[src/rtl/mips_multicycle_ctrl.sv]
// mips_multicycle_ctrl
//
// Main control FSM and ALU decoder for the multicycle MIPS core. It sequences the
// shared-memory datapath through the fetch, decode, execute, memory and writeback
// steps, and drives every mux select, write enable and the ALU control. Memory steps
// wait on the mem_ready handshake, so a variable-latency memory stalls the FSM.
//
// Parameters
//   USE_MEM_READY  1 = memory steps wait for mem_ready, 0 = mem_ready treated as 1
//   STATE_W        width of the state register and the state debug output (>= 4)
//
// Optional feature
//   MIPS_CTRL_BNE_EN  when defined, op 000101 (bne) decodes to BNEEX (encoding 12);
//                     otherwise bne is an unknown op and executes as a NOP.
//
// Ports
//   clk, reset           clock; synchronous active-high reset forcing FETCH
//   op, funct            opcode and funct fields from the instruction register
//   zero                 ALU zero flag (branch condition)
//   mem_ready            memory has completed the current read or write
//   memwrite, iord       memory write strobe, memory address select (0 PC, 1 ALUOut)
//   irwrite              instruction register load
//   regdst, memtoreg     register destination / write-data selects
//   regwrite             register file write enable
//   alusrca, alusrcb     ALU operand selects
//   pcsrc, pcen          PC source select and PC load enable
//   alucontrol           ALU operation (010 add, 110 sub, 000 and, 001 or, 111 slt)
//   state                current state, for debug

module mips_multicycle_ctrl #(
    parameter int unsigned USE_MEM_READY = 1,
    parameter int unsigned STATE_W       = 4
) (
    input  logic               clk,
    input  logic               reset,
    input  logic [5:0]         op,
    input  logic [5:0]         funct,
    input  logic               zero,
    input  logic               mem_ready,
    output logic               memwrite,
    output logic               iord,
    output logic               irwrite,
    output logic               regdst,
    output logic               memtoreg,
    output logic               regwrite,
    output logic               alusrca,
    output logic [1:0]         alusrcb,
    output logic [1:0]         pcsrc,
    output logic               pcen,
    output logic [2:0]         alucontrol,
    output logic [STATE_W-1:0] state
);

    typedef enum logic [STATE_W-1:0] {
        StFetch   = STATE_W'(0),
        StDecode  = STATE_W'(1),
        StMemAdr  = STATE_W'(2),
        StMemRd   = STATE_W'(3),
        StMemWb   = STATE_W'(4),
        StMemWr   = STATE_W'(5),
        StRtypeEx = STATE_W'(6),
        StRtypeWb = STATE_W'(7),
        StBeqEx   = STATE_W'(8),
        StAddiEx  = STATE_W'(9),
        StAddiWb  = STATE_W'(10),
`ifdef MIPS_CTRL_BNE_EN
        StJEx     = STATE_W'(11),
        StBneEx   = STATE_W'(12)
`else
        StJEx     = STATE_W'(11)
`endif
    } state_e;

    localparam logic [5:0] OpRtype = 6'b000000;
    localparam logic [5:0] OpLw    = 6'b100011;
    localparam logic [5:0] OpSw    = 6'b101011;
    localparam logic [5:0] OpBeq   = 6'b000100;
    localparam logic [5:0] OpAddi  = 6'b001000;
    localparam logic [5:0] OpJ     = 6'b000010;
`ifdef MIPS_CTRL_BNE_EN
    localparam logic [5:0] OpBne   = 6'b000101;
`endif

    localparam logic [2:0] AluAdd = 3'b010;
    localparam logic [2:0] AluSub = 3'b110;
    localparam logic [2:0] AluAnd = 3'b000;
    localparam logic [2:0] AluOr  = 3'b001;
    localparam logic [2:0] AluSlt = 3'b111;

    state_e state_q, state_d;

    logic mem_ok;       // memory step may complete this cycle
    logic pcwrite;      // unconditional PC load
    logic branch;       // conditional PC load
    logic taken;        // branch condition for the current branch state
    logic irwrite_raw;

    assign mem_ok = (USE_MEM_READY != 0) ? mem_ready : 1'b1;

    always_ff @(posedge clk) begin
        if (reset) begin
            state_q <= StFetch;
        end else begin
            state_q <= state_d;
        end
    end

    assign state = state_q;

    // Next-state logic
    always_comb begin
        state_d = StFetch;
        case (state_q)
            StFetch:   state_d = mem_ok ? StDecode : StFetch;
            StDecode: begin
                case (op)
                    OpLw, OpSw: state_d = StMemAdr;
                    OpRtype:    state_d = StRtypeEx;
                    OpBeq:      state_d = StBeqEx;
                    OpAddi:     state_d = StAddiEx;
                    OpJ:        state_d = StJEx;
`ifdef MIPS_CTRL_BNE_EN
                    OpBne:      state_d = StBneEx;
`endif
                    // Unknown op: PC already advanced in FETCH, so it acts as a NOP.
                    default:    state_d = StFetch;
                endcase
            end
            StMemAdr:  state_d = (op == OpLw) ? StMemRd : StMemWr;
            StMemRd:   state_d = mem_ok ? StMemWb : StMemRd;
            StMemWb:   state_d = StFetch;
            StMemWr:   state_d = mem_ok ? StFetch : StMemWr;
            StRtypeEx: state_d = StRtypeWb;
            StRtypeWb: state_d = StFetch;
            StBeqEx:   state_d = StFetch;
            StAddiEx:  state_d = StAddiWb;
            StAddiWb:  state_d = StFetch;
            StJEx:     state_d = StFetch;
`ifdef MIPS_CTRL_BNE_EN
            StBneEx:   state_d = StFetch;
`endif
            default:   state_d = StFetch;
        endcase
    end

    // Output decode
    always_comb begin
        memwrite    = 1'b0;
        iord        = 1'b0;
        irwrite_raw = 1'b0;
        regdst      = 1'b0;
        memtoreg    = 1'b0;
        regwrite    = 1'b0;
        alusrca     = 1'b0;
        alusrcb     = 2'b00;
        pcsrc       = 2'b00;
        pcwrite     = 1'b0;
        branch      = 1'b0;
        taken       = 1'b0;
        alucontrol  = AluAdd;
        case (state_q)
            StFetch: begin
                alusrcb     = 2'b01;
                irwrite_raw = mem_ok;
                pcwrite     = mem_ok;
            end
            StDecode: begin
                alusrcb = 2'b11;
            end
            StMemAdr: begin
                alusrca = 1'b1;
                alusrcb = 2'b10;
            end
            StMemRd: begin
                iord = 1'b1;
            end
            StMemWb: begin
                memtoreg = 1'b1;
                regwrite = 1'b1;
            end
            StMemWr: begin
                iord     = 1'b1;
                memwrite = 1'b1;
            end
            StRtypeEx: begin
                alusrca = 1'b1;
                case (funct)
                    6'b100000: alucontrol = AluAdd;
                    6'b100010: alucontrol = AluSub;
                    6'b100100: alucontrol = AluAnd;
                    6'b100101: alucontrol = AluOr;
                    6'b101010: alucontrol = AluSlt;
                    default:   alucontrol = AluAdd;
                endcase
            end
            StRtypeWb: begin
                regdst   = 1'b1;
                regwrite = 1'b1;
            end
            StBeqEx: begin
                alusrca    = 1'b1;
                alucontrol = AluSub;
                pcsrc      = 2'b01;
                branch     = 1'b1;
                taken      = zero;
            end
            StAddiEx: begin
                alusrca = 1'b1;
                alusrcb = 2'b10;
            end
            StAddiWb: begin
                regwrite = 1'b1;
            end
            StJEx: begin
                pcsrc   = 2'b10;
                pcwrite = 1'b1;
            end
`ifdef MIPS_CTRL_BNE_EN
            StBneEx: begin
                alusrca    = 1'b1;
                alucontrol = AluSub;
                pcsrc      = 2'b01;
                branch     = 1'b1;
                taken      = ~zero;
            end
`endif
            default: begin
                // Unused encodings: everything stays 0, including alucontrol.
                alucontrol = 3'b000;
            end
        endcase
    end

    // Reset also blocks the PC and IR loads while FETCH is being forced.
    assign irwrite = irwrite_raw & ~reset;
    assign pcen    = (pcwrite | (branch & taken)) & ~reset;

endmodule

[config.mk]
export PLATFORM = sky130hd
export DESIGN_NAME = mips_multicycle_ctrl
export DESIGN_NICKNAME = d
export VERILOG_FILES = /design/src/rtl/mips_multicycle_ctrl.sv
export SDC_FILE = /design/constraint.sdc
export NUM_CORES = 1
export LEC_CHECK = 0
export CORE_MARGIN = 2
export CORE_UTILIZATION = 33
export CTS_BUF_LIST = sky130_fd_sc_hd__clkbuf_2
export DETAILED_ROUTE_END_ITERATION = 7
export MAX_ROUTING_LAYER = met4
export PLACE_DENSITY = 0.77
export RECOVER_POWER = 50
export SETUP_SLACK_MARGIN = 0.02
export SLEW_MARGIN = 20
export SYNTH_ARGS = -nofsm -noshare
export SYNTH_HDL_FRONTEND = slang
export SYNTH_SLANG_ARGS = --single-unit
[constraint.sdc]
create_clock -name clk -period 1.28 [get_ports clk]
set_clock_uncertainty 0.05 [all_clocks]
set_input_delay 0.128 -clock clk [delete_from_list [all_inputs] [get_ports clk]]
set_output_delay 0.128 -clock clk [all_outputs]
set_load 0.05 [all_outputs]
==> out/results.ini, run 1 <==
[placement]
gp_congestion=0.937
placed_cell_area_um2=1480
place_ws_ps=-646
portBuffers=34
hpwl_um=2750

[cts]
cts_hold_buf=0
clock-sinks=4
post_cts_resized=50
clk_path_buf_depth=2
cts_buffers=3
htreeDepth=1
cts_setup_buffers=15
cts-root-buf=clkbuf_2

[yosys]
syn_area_per_cell_um2=6.50
synth_top_area_cell=dfxtp_1
synthArstFlopShare=0
synth_area_leaders=dfxtp_1, nor3_1, nand2_1
synth_top_area_share=0.148
ys_types=33
yosys_warnings=0
netlist_area_um2=539
syn_nets=99
synth_edf_count=0
synth_flop_cell=dfxtp_1
yosysSeqAreaShare=0.148
ys_seq_elements=4
yosys-top-cells-count=nand2_1, nor2_1, nor3_1
syn_inst=83

[die]
die_h_um=44.4
rows=14
io_pins=35
initial_core_util=0.354
fp.dieW_um=44.4

[run_status]
outcome=did not finish
lastStage=clock tree synthesis (4_1_cts)
error=[ERROR DPL-0038] Utilization greater than 100%, impossible to legalize

-- logic make-up after synthesis --
| kind of cell | count (synthesis) | synth area share |
|---|---|---|
| AOI/OAI and AO/OA | 24 | 0.290 |
| xor gates and xnor gates | 3 | 0.0487 |
| buffers and inverters | 9 | 0.0951 |
| DFF | 4 | 0.148 |
| and+or+nand+nor | 43 | 0.418 |
-- metrics by stage --
| stage | std cells | setup TNS, ps | hold WS, ps |
|---|---|---|---|
| floorplan | 83 | -3600 | 140 |
| global placement | 157 | -2870 | 619 |
| detailed placement | 157 | -4200 | 659 |
==> run 2: changes to the inputs <==
CORE_AREA = 2 2 63 65   (was unset)
CORE_MARGIN = unset   (was 2)
CORE_UTILIZATION = unset   (was 33)
CTS_BUF_LIST = unset   (was sky130_fd_sc_hd__clkbuf_2)
DIE_AREA = 0 0 65 67   (was unset)
MAX_ROUTING_LAYER = unset   (was met4)
PLACE_DENSITY = unset   (was 0.77)
PLACE_DENSITY_LB_ADDON = 0.15   (was unset)
SETUP_SLACK_MARGIN = unset   (was 0.02)
clock period = 1.66 ns   (was 1.28 ns; I/O delays follow)
==> out/results.ini, run 2 <==
[drt]
drtIter0Drc=8
top_layer_used=met4
avgViaCountPerCell=4.36
route.vias.total=829
met2_length_um=1210
wl_met3_um=113
drc=0
wl_met1_um=913
wl_per_cell_um=11.8
drtAntennaViolNets=0
drt_first_pass_iters=4
totalWireLength_um=2250

[yosys]
syn_nets=99  ; unchanged
yosys_warnings=0  ; unchanged
synth_top_area_share=0.148  ; unchanged
yosysSeqAreaShare=0.148  ; unchanged
ys_seq_elements=4  ; unchanged
syn_inst=83  ; unchanged
synth_top_area_cell=dfxtp_1
synthArstFlopShare=0  ; unchanged
synth_edf_count=0  ; unchanged
netlist_area_um2=539  ; unchanged
synth_flop_cell=dfxtp_1
yosys-top-cells-count=nand2_1, nor2_1, nor3_1
syn_area_per_cell_um2=6.50  ; unchanged
synth_area_leaders=dfxtp_1, nor3_1, nand2_1
ys_types=33  ; unchanged

[worst_hold_path]
min_path_cells=2
hold_class=register to register

[grt]
grt_pass1_wl_um=3620
grt_pass1_vias=786
antenna_found_initial=0
grt_max_degree=16
gr-total-overflow=0
grtUsageTotal=0.110

[timing]
rsz0062_at_grt=true
slew-limit-headroom=0.756
min_period_ps=1810
fin_crit_sh=1.09
finalSetupViolCount=7
max_clock_freq_mhz=552
hold_viol=0
holdWs_ps=606
layout_setup_ws_ps=-151
slew_viol_final=0
tightest_slew_ps=363

[power_and_ir_drop]
intPower_w=0.000374
peakVddDrop_uv=135
cellPowerDensity_nw_per_um2=361
seq_power_share=0.184
power_leakage_nw=0.548
switchingPower_w=0.000157
p_comb_frac=0.401
total_power_w=0.000531
swShare=0.296
clkPwrFrac=0.415

[cts]
clk_path_buf_depth=2  ; unchanged
clock-sinks=4  ; unchanged
htreeDepth=1  ; unchanged
path_clk_slew_ps=30
cts-root-buf=clkbuf_8
cts_tree=built
cts_hold_buf=0  ; unchanged
clock_latency_ps=220
cts_buffers=3  ; unchanged

[worst_setup_path]
cp_slowest_cell=or3b_1
r2r_slack_ps=70
critPathMaxStageDelay_ps=360
crit_path_end_kind=primary output
worstRegToRegCells=7
path_class=register to primary output
start_kind=register
r2r_end=state[1]$_SDFF_PP0_
path_cells=nand2b_4 > or3b_1 > or2_4 > o21bai_4 > buf_12
cp_max_fo=2
cp-endpoint=alucontrol[2]
crit_start=state[0]$_SDFF_PP0_
required_ps=1440
worstPathArrival_ps=1600
r2r_start=state[1]$_SDFF_PP0_

[final_layout]
area_delta_synth_final_pct=173
layout_commonest_cell=buf_4
largest_reg_flops=4
drive_gt1_frac=0.514
multi_input_area_um2=542
nNetsFinal=159
diodes=0
final.fill_count=367
layout_common_cells=buf_4, buf_12, clkdlybuf4s50_1, nand2_1
fin_cells=190
seq_area_um2=92.6

[placement]
gp_congestion=0.763  ; -18%
portBuffers=34  ; unchanged
hpwl_um=1820  ; -34%
placed_cells=176  ; +12%

[run_status]
violations=negative setup slack
outcome=complete, but fails checks

[die]
initial_core_util=0.150  ; -0.204
die_area_um2=4360
rows=22  ; +8
io_pins=35  ; unchanged
die_h_um=67  ; +51%
fp.dieW_um=65  ; +46%
coreArea_um2=3610

[job]
cap_violations=0

run 2: cell counts after synthesis:
Identical to the previous run, type by type.
run 2: metal layers:
metal,vias to the layer above,track usage
li1,415,-
met1,385,0.124
met2,27,0.202
met3,2,0.0135
met4,0,0.0559
met5,-,0
run 2: worst min-delay path by stage:
stage | to | slack (ps) | from
after floorplan | state[1]$_SDFF_PP0_ | 180 | reset
after global placement | state[3]$_SDFF_PP0_ | 570 | state[2]$_SDFF_PP0_
after detailed placement | state[3]$_SDFF_PP0_ | 570 | state[2]$_SDFF_PP0_
after CTS | state[3]$_SDFF_PP0_ | 580 | state[2]$_SDFF_PP0_
after global routing | state[3]$_SDFF_PP0_ | 630 | state[2]$_SDFF_PP0_
final | state[0]$_SDFF_PP0_ | 610 | state[2]$_SDFF_PP0_
run 2: timing repair:
action / CTS / global route
gates cloned: 0 / 0
setup endpoints to repair: 7 / 7
buffers inserted: 1 / 9
pin swaps: 4 / 4
gates resized for setup: 9 / 3
run 2: cell families (layout without fill, tap and decap cells):
logic type | Yosys count | count (layout) | share of synthesized area
flip-flops | 4 | 4 | 0.148
XOR/XNOR | 3 | 3 | 0.0487
buffers and inverters | 9 | 68 | 0.0951
AO/OA/AOI/OAI | 24 | 24 | 0.290
AND/OR/NAND/NOR | 43 | 43 | 0.418
run 2: layout make-up:
class | count | area share
Sequential cell | 4 | 0.0629
Tap cell | 48 | 0.0408
Inverter | 2 | 0.00510
Multi-Input combinational cell | 70 | 0.368
Timing Repair Buffer | 62 | 0.493
Clock buffer | 4 | 0.0306
run 2: stage by stage:
stage,utilization,TNS (ps),cell area (µm²),worst slack [ps]
floorplan,-,-453,674,-166
global placement,0.365,-334,1320,-242
detailed placement,0.365,-375,1320,-255
CTS,0.389,-459,1400,-164
global route,0.408,-878,1470,-189
finish,0.408,-537,1470,-151
run 2: power by group through the flow:
stage                     logic [W]  clock network (W)  registers (W)
after floorplan           0.0000868                  0       0.000108
after global placement     0.000197                  0       0.000101
after detailed placement   0.000198                  0       0.000101
after CTS                  0.000208           0.000224      0.0000999
after global routing       0.000226           0.000230      0.0000983
final                      0.000213           0.000220      0.0000979
run 2: worst max-delay path: cells and delay by family, from the launching register on:
family	cells	cell delay, ps
flops	1	330
simple gates	3	770
buf+inv	1	150
compound gates	1	130
(Power assumes the default switching activity.)
==> run 3: changes to the inputs <==
CELL_PAD_IN_SITES_DETAIL_PLACEMENT = 1   (was unset)
CELL_PAD_IN_SITES_GLOBAL_PLACEMENT = 1   (was unset)
==> out/results.ini, run 3 (synthesis gave the netlist of run 2 again) <==
[grt]
grt_pass1_vias=850  ; +8.1%
grt_max_degree=15  ; -1
antenna_found_initial=0  ; unchanged
grtUsageTotal=0.115  ; +0.00503
grt_pass1_wl_um=3860  ; +6.7%
gr-total-overflow=0  ; unchanged

[die]
fp.dieW_um=65  ; unchanged
initial_core_util=0.150  ; unchanged
io_pins=35  ; unchanged
die_h_um=67  ; unchanged
rows=22  ; unchanged
die_area_um2=4360  ; unchanged
coreArea_um2=3610  ; unchanged

[drt]
drt_first_pass_iters=4  ; unchanged
route.vias.total=794  ; -4.2%
wl_per_cell_um=12.4  ; +4.9%
drc=0  ; unchanged
drtAntennaViolNets=0  ; unchanged
avgViaCountPerCell=4.27  ; -2.2%
drtIter0Drc=21  ; +13
totalWireLength_um=2310  ; +2.7%

[power_and_ir_drop]
peakVddDrop_uv=174  ; +28%
cellPowerDensity_nw_per_um2=365  ; +1.4%
power_leakage_nw=0.529  ; -3.6%
total_power_w=0.000523  ; -1.6%

[worst_setup_path]
cp_max_fo=4  ; +2
worstRegToRegCells=6  ; -1
start_kind=register
path_class=register to primary output
crit_path_end_kind=primary output
worstPathArrival_ps=1620  ; +20 ps
required_ps=1440  ; about the same

[timing]
hold_viol=0  ; unchanged
rsz0062_at_grt=true
finalSetupViolCount=5  ; -2
max_clock_freq_mhz=546  ; -1.1%
slew-limit-headroom=0.603  ; -0.153
setup_tns_ps=-518  ; +18.8 ps
tightest_slew_ps=598  ; +236 ps
min_period_ps=1830  ; +20.7 ps
holdWs_ps=594  ; -11.7 ps
slew_viol_final=0  ; unchanged
layout_setup_ws_ps=-172  ; -20.7 ps
fin_crit_sh=1.10  ; +0.0125

[cts]
clk_path_buf_depth=2  ; unchanged
cts_buffers=3  ; unchanged
clock_latency_ps=220  ; about the same
cts_tree=built
clock-sinks=4  ; unchanged
htreeDepth=1  ; unchanged
path_clk_slew_ps=30  ; about the same
cts_hold_buf=0  ; unchanged
cts-root-buf=clkbuf_8

[final_layout]
nNetsFinal=155  ; -2.5%
layout_common_cells=buf_4, buf_12, clkdlybuf4s50_1, nand2_1
area_delta_synth_final_pct=165
largest_reg_flops=4  ; unchanged
postLayoutCellArea_um2=1430  ; -2.9%
fin_cells=186  ; -2.1%
diodes=0  ; unchanged
drive_gt1_frac=0.507  ; -0.00684
layout_commonest_cell=buf_4

[placement]
gp_congestion=0.751  ; -1.6%
portBuffers=34  ; unchanged
placed_cells=178  ; +1.1%
hpwl_um=1970  ; +7.9%
placed_cell_area_um2=1330  ; +1.1%

[worst_hold_path]
min_path_cells=2  ; unchanged
hold_class=register to register

[run_status]
outcome=complete, but fails checks
violations=negative setup slack

[job]
cap_violations=0  ; unchanged

## run 3: changes by cell type in the layout (fill, tap and decap cells not counted), sizes merged
| cell | change |
|---|---|
| buf | -3 |
| clkbuf | -1 |
## run 3: worst max-delay path: stages, from the launching register on
cell	delay [ps]
dfxtp_4	340
nand2b_4	140
or3b_1	360
or2_4	270
o21bai_4	140
buf_12	150
## run 3: what timing repair did
action,4_1_cts,5_1_grt
endpoints found under the setup margin,7,8
resized for setup,9,3
pin swaps,1,3
setup buffers,1,3
## run 3: final timing paths
kind | from | slack, ps | endpoint
worst min register to register | state[2]$_SDFF_PP0_ | 590 | state[3]$_SDFF_PP0_
worst min-delay path | state[2]$_SDFF_PP0_ | 590 | state[3]$_SDFF_PP0_
worst max register to register | state[0]$_SDFF_PP0_ | 130 | state[2]$_SDFF_PP0_
worst max-delay path | state[0]$_SDFF_PP0_ | -170 | alucontrol[2]
## run 3: area by class of cell
type	count	area, µm²
inverter	2	7.51
clock buffer	4	45.0
timing repair buffer	58	686
multi-input combinational	70	539
sequential	4	92.6
fill	424	2180
tap	48	60.1
## run 3: per-layer routing
metal / vias up / part of all wire / track usage
met4: 0 / 0.0095 / 0.0479
met1: 365 / 0.44 / 0.128
met3: 4 / 0.039 / 0.0169
li1: 407 / - / -
met5: - / 0 / 0
met2: 18 / 0.52 / 0.216
## run 3: where the power goes
group | total, W | leakage, nW | internal (W) | switching, W
Clock | 0.000217 | 0.0228 | 0.000164 | 0.0000525
Sequential | 0.0000993 | 0.0352 | 0.0000957 | 0.00000360
Combinational | 0.000207 | 0.471 | 0.000111 | 0.0000957
Total | 0.000523 | 0.529 | 0.000371 | 0.000152
## run 3: per-stage QoR
stage	worst slack [ps]	utilization
2_1_floorplan	-166	-
3_3_place_gp	-244	0.369
3_5_place_dp	-281	0.369
4_1_cts	-187	0.392
5_1_grt	-223	0.397
6_report	-172	0.397
